## src/rtl/mem_wb_pkg.sv

```systemverilog
// ============================================================================
// Module      : mem_wb_pkg
// Description : Shared widths and WB control bit positions for MEM/WB stage.
// Revision    : 1.0 - initial release
// ============================================================================
`default_nettype none

package mem_wb_pkg;
    localparam int DATA_W_DEF   = 32;
    localparam int CTRL_W_DEF   = 2;
    localparam int REG_W_DEF    = 5;
    localparam int CNT_W_DEF    = 16;
    localparam int REGWRITE_BIT = 0;
    localparam int MEMTOREG_BIT = 1;
endpackage

`default_nettype wire

```

## src/rtl/pipe_skid_buf.sv

```systemverilog
// ============================================================================
// Module      : pipe_skid_buf
// Description : Two-entry valid/ready pipe: output register plus skid entry.
// Revision    : 1.0 - initial release
// ============================================================================
`default_nettype none

module pipe_skid_buf #(
    parameter int WIDTH = 8
) (
    input  logic             clk,
    input  logic             reset_n,
    input  logic             flush,
    input  logic             in_valid,
    output logic             in_ready,
    input  logic [WIDTH-1:0] in_data,
    output logic             out_valid,
    input  logic             out_ready,
    output logic [WIDTH-1:0] out_data,
    output logic             skid_valid
);

    logic             out_valid_q, out_valid_d;
    logic             skid_valid_q, skid_valid_d;
    logic             in_ready_q, in_ready_d;
    logic [WIDTH-1:0] out_data_q, out_data_d;
    logic [WIDTH-1:0] skid_data_q, skid_data_d;
    logic             in_fire;
    logic             out_free;

    assign in_fire  = in_valid & in_ready_q;
    // Output register can take new data if empty or draining this edge.
    assign out_free = ~out_valid_q | out_ready;

    always_comb begin
        out_valid_d  = out_valid_q;
        skid_valid_d = skid_valid_q;
        out_data_d   = out_data_q;
        skid_data_d  = skid_data_q;
        if (flush) begin
            out_valid_d  = 1'b0;
            skid_valid_d = 1'b0;
        end else if (out_free) begin
            if (skid_valid_q) begin
                out_valid_d  = 1'b1;
                out_data_d   = skid_data_q;
                skid_valid_d = 1'b0;
            end else if (in_fire) begin
                out_valid_d = 1'b1;
                out_data_d  = in_data;
            end else begin
                out_valid_d = 1'b0;
            end
        end else if (in_fire) begin
            skid_valid_d = 1'b1;
            skid_data_d  = in_data;
        end
        in_ready_d = ~skid_valid_d;
    end

    always_ff @(posedge clk or negedge reset_n) begin
        if (!reset_n) begin
            out_valid_q  <= 1'b0;
            skid_valid_q <= 1'b0;
            in_ready_q   <= 1'b0;
            out_data_q   <= '0;
            skid_data_q  <= '0;
        end else begin
            out_valid_q  <= out_valid_d;
            skid_valid_q <= skid_valid_d;
            in_ready_q   <= in_ready_d;
            out_data_q   <= out_data_d;
            skid_data_q  <= skid_data_d;
        end
    end

    assign in_ready   = in_ready_q;
    assign out_valid  = out_valid_q;
    assign out_data   = out_data_q;
    assign skid_valid = skid_valid_q;

endmodule

`default_nettype wire

```

## src/rtl/mem_wb_pipe.sv

```systemverilog
// ============================================================================
// Module      : mem_wb_pipe
// Description : MEM/WB pipeline register with skid buffer, forwarding tap
//               and saturating stall counter.
// Revision    : 1.0 - initial release
// ============================================================================
`default_nettype none

module mem_wb_pipe
    import mem_wb_pkg::*;
#(
    parameter int DATA_W = DATA_W_DEF,
    parameter int CTRL_W = CTRL_W_DEF,
    parameter int REG_W  = REG_W_DEF,
    parameter int CNT_W  = CNT_W_DEF
) (
    input  logic              clk,
    input  logic              reset_n,
    input  logic              flush,
    input  logic              in_valid,
    output logic              in_ready,
    input  logic [CTRL_W-1:0] control_wb_in,
    input  logic [DATA_W-1:0] read_data_in,
    input  logic [DATA_W-1:0] alu_result_in,
    input  logic [REG_W-1:0]  write_reg_in,
    output logic              out_valid,
    input  logic              out_ready,
    output logic [CTRL_W-1:0] control_wb_out,
    output logic [DATA_W-1:0] read_data_out,
    output logic [DATA_W-1:0] alu_result_out,
    output logic [REG_W-1:0]  write_reg_out,
    output logic              fwd_valid,
    output logic [REG_W-1:0]  fwd_reg,
    output logic [DATA_W-1:0] fwd_data,
    output logic [1:0]        occupancy,
    output logic [CNT_W-1:0]  stall_cnt
);

    localparam int             PAY_W   = CTRL_W + REG_W + 2 * DATA_W;
    localparam logic [CNT_W-1:0] CNT_MAX = {CNT_W{1'b1}};

    logic [PAY_W-1:0]  in_payload;
    logic [PAY_W-1:0]  out_payload;
    logic              skid_valid;
    logic [CTRL_W-1:0] ctrl_held;
    logic [CNT_W-1:0]  stall_cnt_q, stall_cnt_d;

    assign in_payload = {control_wb_in, write_reg_in, alu_result_in, read_data_in};

    pipe_skid_buf #(
        .WIDTH (PAY_W)
    ) u_skid (
        .clk        (clk),
        .reset_n    (reset_n),
        .flush      (flush),
        .in_valid   (in_valid),
        .in_ready   (in_ready),
        .in_data    (in_payload),
        .out_valid  (out_valid),
        .out_ready  (out_ready),
        .out_data   (out_payload),
        .skid_valid (skid_valid)
    );

    assign {ctrl_held, write_reg_out, alu_result_out, read_data_out} = out_payload;

    // A bubble must never write the register file.
    assign control_wb_out = out_valid ? ctrl_held : '0;

    assign fwd_valid = out_valid & ctrl_held[REGWRITE_BIT] & (write_reg_out != '0);
    assign fwd_reg   = write_reg_out;
    assign fwd_data  = ctrl_held[MEMTOREG_BIT] ? read_data_out : alu_result_out;

    assign occupancy = {1'b0, out_valid} + {1'b0, skid_valid};

    always_comb begin
        stall_cnt_d = stall_cnt_q;
        if (out_valid && !out_ready && (stall_cnt_q != CNT_MAX)) begin
            stall_cnt_d = stall_cnt_q + 1'b1;
        end
    end

    always_ff @(posedge clk or negedge reset_n) begin
        if (!reset_n) begin
            stall_cnt_q <= '0;
        end else begin
            stall_cnt_q <= stall_cnt_d;
        end
    end

    assign stall_cnt = stall_cnt_q;

endmodule

`default_nettype wire
```

## config.mk

```make
export PLATFORM = sky130hd
export DESIGN_NAME = mem_wb_pipe
export DESIGN_NICKNAME = d
export VERILOG_FILES = /design/src/rtl/mem_wb_pkg.sv /design/src/rtl/pipe_skid_buf.sv /design/src/rtl/mem_wb_pipe.sv
export SDC_FILE = /design/constraint.sdc
export NUM_CORES = 1
export LEC_CHECK = 0
export BUFFER_PORTS_ARGS = -buffer_cell sky130_fd_sc_hd__buf_4
export CORE_AREA = 2 2 124 126
export DETAILED_ROUTE_END_ITERATION = 12
export DIE_AREA = 0 0 126 128
export GPL_TIMING_DRIVEN = 0
export PLACE_DENSITY = 0.79
export SLEW_MARGIN = 20
export SYNTH_ARGS = -nofsm -noshare
export SYNTH_HDL_FRONTEND = slang
export SYNTH_SLANG_ARGS = --single-unit
```

## constraint.sdc

```tcl
create_clock -name clk -period 1.9 [get_ports clk]
set_input_delay 0.38 -clock clk [delete_from_list [all_inputs] [get_ports clk]]
set_output_delay 0.38 -clock clk [all_outputs]
set_load 0.05 [all_outputs]
```

* Word-level counts from Yosys, hierarchy flattened *
Index checks and enable logic that the tools add are counted.

storage, ports and cells
  bits in registers = 161
  output and inout port bits = 129
  logic and storage cells = 36

cells by class
  eq/ne operators = 1
  bitwise operators = 8
  mux-type cells = 11
  add/sub/neg operators = 2
  reduce and logical (&&, ||, !) cells = 8

operators with widths
  cell                                                             number
  71-bit two-way mux                                               2
  32-bit two-way mux                                               1
  16-bit by 1-bit adder with 16-bit output, second input constant  1
  16-bit inequality test, second input constant                    1
  1-bit two-way mux                                                7
  3-bit AND reduction                                              2
  5-bit nonzero test                                               1
  1-bit NOT                                                        4
  2-bit nonzero test                                               2
  1-bit bitwise AND                                                3
  1-bit by 1-bit adder with 2-bit output                           1
  1-bit logical AND                                                2
  2-bit two-way mux                                                1
  1-bit zero test                                                  1
  1-bit OR                                                         1

* Depth between registers and ports, before layout *
  word-level depth = 5
  depth in mapped cells = 7
  gate-level depth less buffers = 5

* By module *
Synthesis repeated with hierarchy kept, for this count alone.

second synthesis, totals
  cell total of the unflattened synthesis = 508
  area total of the unflattened synthesis = 7896.3 um^2

by module, submodules not included
  module         times used  area each (um^2)  cells an instance
  pipe_skid_buf  1           6627.6            390
  mem_wb_pipe    1           1268.7            118

* Worst setup path before layout *
No wires, ideal clock.

  path kind = register -> output
  from = register u_skid.out_valid_q (netlist: u_skid.out_valid)
  to = output port fwd_valid
  buffers on the path = 0
  stages on the path, launching flop included = 3
  required time = 1520 ps
  slack = -158 ps
  arrival = 1678 ps
  path through = dfrtp_1 > and2_1 > o21a_1

between the ends
  word-level cells in the longest chain between the ends = 2

ends and longest elaborated chain
  item                             RTL line             RTL
  from (decl)                      pipe_skid_buf.sv:23  logic out_valid_q, out_valid_d;
  from (signal assigned)           pipe_skid_buf.sv:69  out_valid_q <= out_valid_d;
  1-bit bitwise AND (2 in series)  mem_wb_pipe.sv:70    assign fwd_valid = out_valid & ctrl_held[REGWRITE_BIT] & (write_reg_out != '0);
  to (decl)                        mem_wb_pipe.sv:32    output logic fwd_valid,

Every way passes these cells.

* Final worst setup path *
  from = register u_skid.out_data_q[64] (netlist: u_skid.out_data[64])
  to = output port fwd_valid

between the ends
  word-level cells in the longest chain between the ends = 2

ends and longest elaborated chain
  item                    RTL line             RTL
  from (decl)             pipe_skid_buf.sv:26  logic [WIDTH-1:0] out_data_q, out_data_d;
  from (signal assigned)  pipe_skid_buf.sv:72  out_data_q <= out_data_d;
  5-bit nonzero test      mem_wb_pipe.sv:70
  1-bit bitwise AND       mem_wb_pipe.sv:70

Every way passes these cells.

==> flow_summary.json <==
{
  "place_area_mm2": 0.009530,
  "p_switching_mw": 4.774,
  "n_fill_cell": 1085,
  "synth_common_cells": "dfrtp_1 (161), buf_4 (75), a21oi_1 (73), nor2_1 (72)",
  "cp-end-kind": "output port",
  "fin_crit_sh_pct": 110.0,
  "synthCells": 650,
  "antenna_found_initial": 0,
  "root_buffer": "clkbuf_16",
  "cts_tree": "built",
  "synth_nets": 728,
  "rrSetupSlack_ns": 0.09,
  "finClkSkew_ns": 0.005907,
  "synth_top_area_share_pct": 52.23,
  "avgRoutedWirePerCell_um": 17.26,
  "drtAntennaViolNets": 0,
  "tns_ns": -3.455,
  "power.total_mw": 13.04,
  "stdcell_count": 1085,
  "period_needed_ns": 2.089,
  "report.final.slew_viol_count": 0,
  "viasPerCell": 5.180,
  "dieArea_mm2": 0.01613,
  "slew_headroom_pct": 48.25,
  "p_leak_nw": 4.915,
  "violations": "setup timing",
  "grt_pass1_wl_um": 29010,
  "cts_buffer_depth": 2,
  "power_density_mw_per_mm2": 1224,
  "holdPathStages": 2,
  "ys_seq_area_share_pct": 52.23,
  "synth_edf_count": 0,
  "drive_above_1_share_pct": 45.04,
  "grt_util_all_layers_pct": 23.01,
  "start_kind": "flop",
  "synth_top_area_cell": "dfrtp_1",
  "rr_startpoint": "u_skid.out_valid",
  "fmax_ghz": 0.4787,
  "initialDrtViolationCount": 295,
  "drt_first_pass_iters": 4,
  "grt_max_degree": 100,
  "ys.flop_type": "dfrtp_1",
  "cts.clk_slew.worst_paths_ns": 0.06,
  "worst_pin_slew_ns": 0.7763,
  "setup_violations": 30,
  "rsz0062_at_grt": "yes",
  "ys_async_sr_fraction_pct": 100.0,
  "intPower_mw": 8.264,
  "place_hpwl_um": 12700,
  "die_y_um": 128,
  "crit_path_start": "u_skid.out_data[64]",
  "maxCapViolations": 0,
  "r2r_cells": 5,
  "syn_to_final_growth_pct": 38.09,
  "rows": 45,
  "core_mm2": 0.01486,
  "worstHoldEndpoint": "u_skid.out_valid",
  "route.detailed.drc": 0,
  "initial_utilization_pct": 51.89,
  "gr-total-overflow": 0,
  "crit_fanout": 2,
  "antenna_cells": 0,
  "die_x_um": 126,
  "gp_congestion": 0.7810,
  "grt_pass1_vias": 5484,
  "pwr-share-seq_pct": 35.8,
  "clkPwrFrac_pct": 26.3,
  "netlist_top_cells_area": "dfrtp_1 (52%), mux2_1 (10%), mux2i_1 (9.2%), buf_4 (7.3%), mux2_2 (4.8%)",
  "cts_made_buffers": 17,
  "synth_most_common_cell": "dfrtp_1",
  "crit_type": "flop to output port",
  "netSwitchingFraction_pct": 36.62,
  "place_inst": 1043,
  "finalInstanceArea_mm2": 0.01065,
  "outcome": "finished, violations left",
  "numClockSinks": 161,
  "synth_seq_cells": 161,
  "portBuffers": 204,
  "syn_avg_cell_area_um2": 11.87,
  "register_area_mm2": 0.004044,
  "r2r-end": "u_skid.skid_data_q[22]",
  "wirelength_um": 18730,
  "multi_input_area_mm2": 0.003058,
  "critPathArrivalTime_ns": 1.71,
  "yosysUniqueCellTypes": 37,
  "min_from": "flush",
  "finalHoldViolCount": 0,
  "syn_area_mm2": 0.007714,
  "clk_latency_ns": 0.42,
  "fin_nets": 962,
  "comb_power_share_pct": 37.9,
  "peakVddDrop_uv": 964.6,
  "crit_required_ns": 1.52,
  "io_pins": 205,
  "cts_htree_levels": 4,
  "yosys_warnings": 0,
  "fin_ws_ns": -0.1892,
  "dr_total_vias": 5620,
  "hold_path.class": "input pin to flop",
  "utilization_pct": 71.66
}
kinds of logic (layout without fill, tap and decap cells):
| kind of cell | Yosys count | count (layout) | share of synthesized area [%] |
|---|---|---|---|
| multiplexers | 175 | 175 | 24.40 |
| AO/OA/AOI/OAI | 76 | 76 | 5.077 |
| flip-flops | 161 | 161 | 52.23 |
| buffers and inverters | 111 | 358 | 9.311 |
| adder cells (fa/ha/maj) | 2 | 2 | 0.3244 |
| AND/OR/NAND/NOR | 110 | 110 | 6.959 |
| XOR/XNOR | 15 | 15 | 1.703 |
worst max-delay path by stage:
stage	endpoint	slack (ns)	depth (start not counted)
after detailed placement	fwd_data[13]	-0.41	4
after floorplan	u_skid.skid_data_q[0]	0.01	5
after global routing	fwd_valid	-0.24	3
final	fwd_valid	-0.19	3
after CTS	fwd_valid	-0.20	3
after global placement	stall_cnt[11]	-0.59	1
stage by stage:
step	hold WS (ns)	setup WS, ns
final	0.1716	-0.1892
after global routing	0.1659	-0.2443
after CTS	0.1458	-0.2022
after detailed placement	0.3521	-0.4087
after global placement	0.4661	-0.5855
after floorplan	0.08441	0.01151
flip-flops by register name, indices dropped and copies added, names as in the netlist:
register / flops
u_skid.skid_valid: 1
u_skid.out_data: 71
u_skid.skid_data_q: 71
stall_cnt: 16
u_skid.out_valid: 1
u_skid.in_ready: 1
layout make-up:
cell class,instances,area share (%)
buffer,105,7.036
clock buffer,20,4.382
clock inverter,12,1.257
inverter,2,0.07048
multi-input combinational,378,28.71
sequential,161,37.97
tap,188,2.208
timing repair buffer,219,18.37
layer usage:
layer,track usage [%],wire (µm),vias to the layer above
met4,6.076,256,0
met1,30.00,8066,2782
met5,0,0,-
met2,38.65,9452,164
li1,-,-,2654
met3,5.843,954,20
cells in the final DEF (no fill, tap or decap), types with 3 or more instances in the layout:
| cell | instances |
|---|---|
| and3_1 | 5 |
| buf_2 | 6 |
| nor3_1 | 4 |
| mux2i_1 | 71 |
| buf_8 | 23 |
| clkbuf_4 | 7 |
| mux2_1 | 71 |
| dfrtp_1 | 149 |
| clkinv_4 | 3 |
| xnor2_1 | 6 |
| clkbuf_2 | 6 |
| clkinvlp_4 | 5 |
| dfrtp_2 | 12 |
| clkbuf_1 | 4 |
| a21oi_1 | 72 |
| buf_6 | 18 |
| nand2_1 | 5 |
| mux2_4 | 17 |
| buf_4 | 250 |
| nor2_1 | 72 |
| clkbuf_8 | 3 |
| buf_12 | 4 |
| mux2_2 | 16 |
| buf_1 | 3 |
| nand4_1 | 5 |
| clkbuf_16 | 18 |
| xor2_1 | 9 |
what timing repair did:
action                                  4_1_cts  5_1_grt
cloned                                        2        0
hold buffers                                  1        0
endpoints found under the setup margin      175      125
gates resized for setup                      64       56
endpoints found under the hold margin        62        0
buffers inserted                             10        2
pin swaps                                     2        1
critical path, cell delays in order, from the launching register on:
cell and delay [ns]:
dfrtp_1 0.38, or4_4 0.54, o21a_4 0.21, buf_8 0.14
power by group through the flow:
stage / combinational (mW) / sequential [mW] / clock, mW
4_1_cts: 4.80 / 4.65 / 3.48
3_5_place_dp: 4.49 / 4.70 / 0
6_report: 4.94 / 4.67 / 3.43
3_3_place_gp: 4.42 / 4.66 / 0
2_1_floorplan: 3.10 / 4.72 / 0
5_1_grt: 5.19 / 4.76 / 3.63
Power figures use the tool's default switching activity.
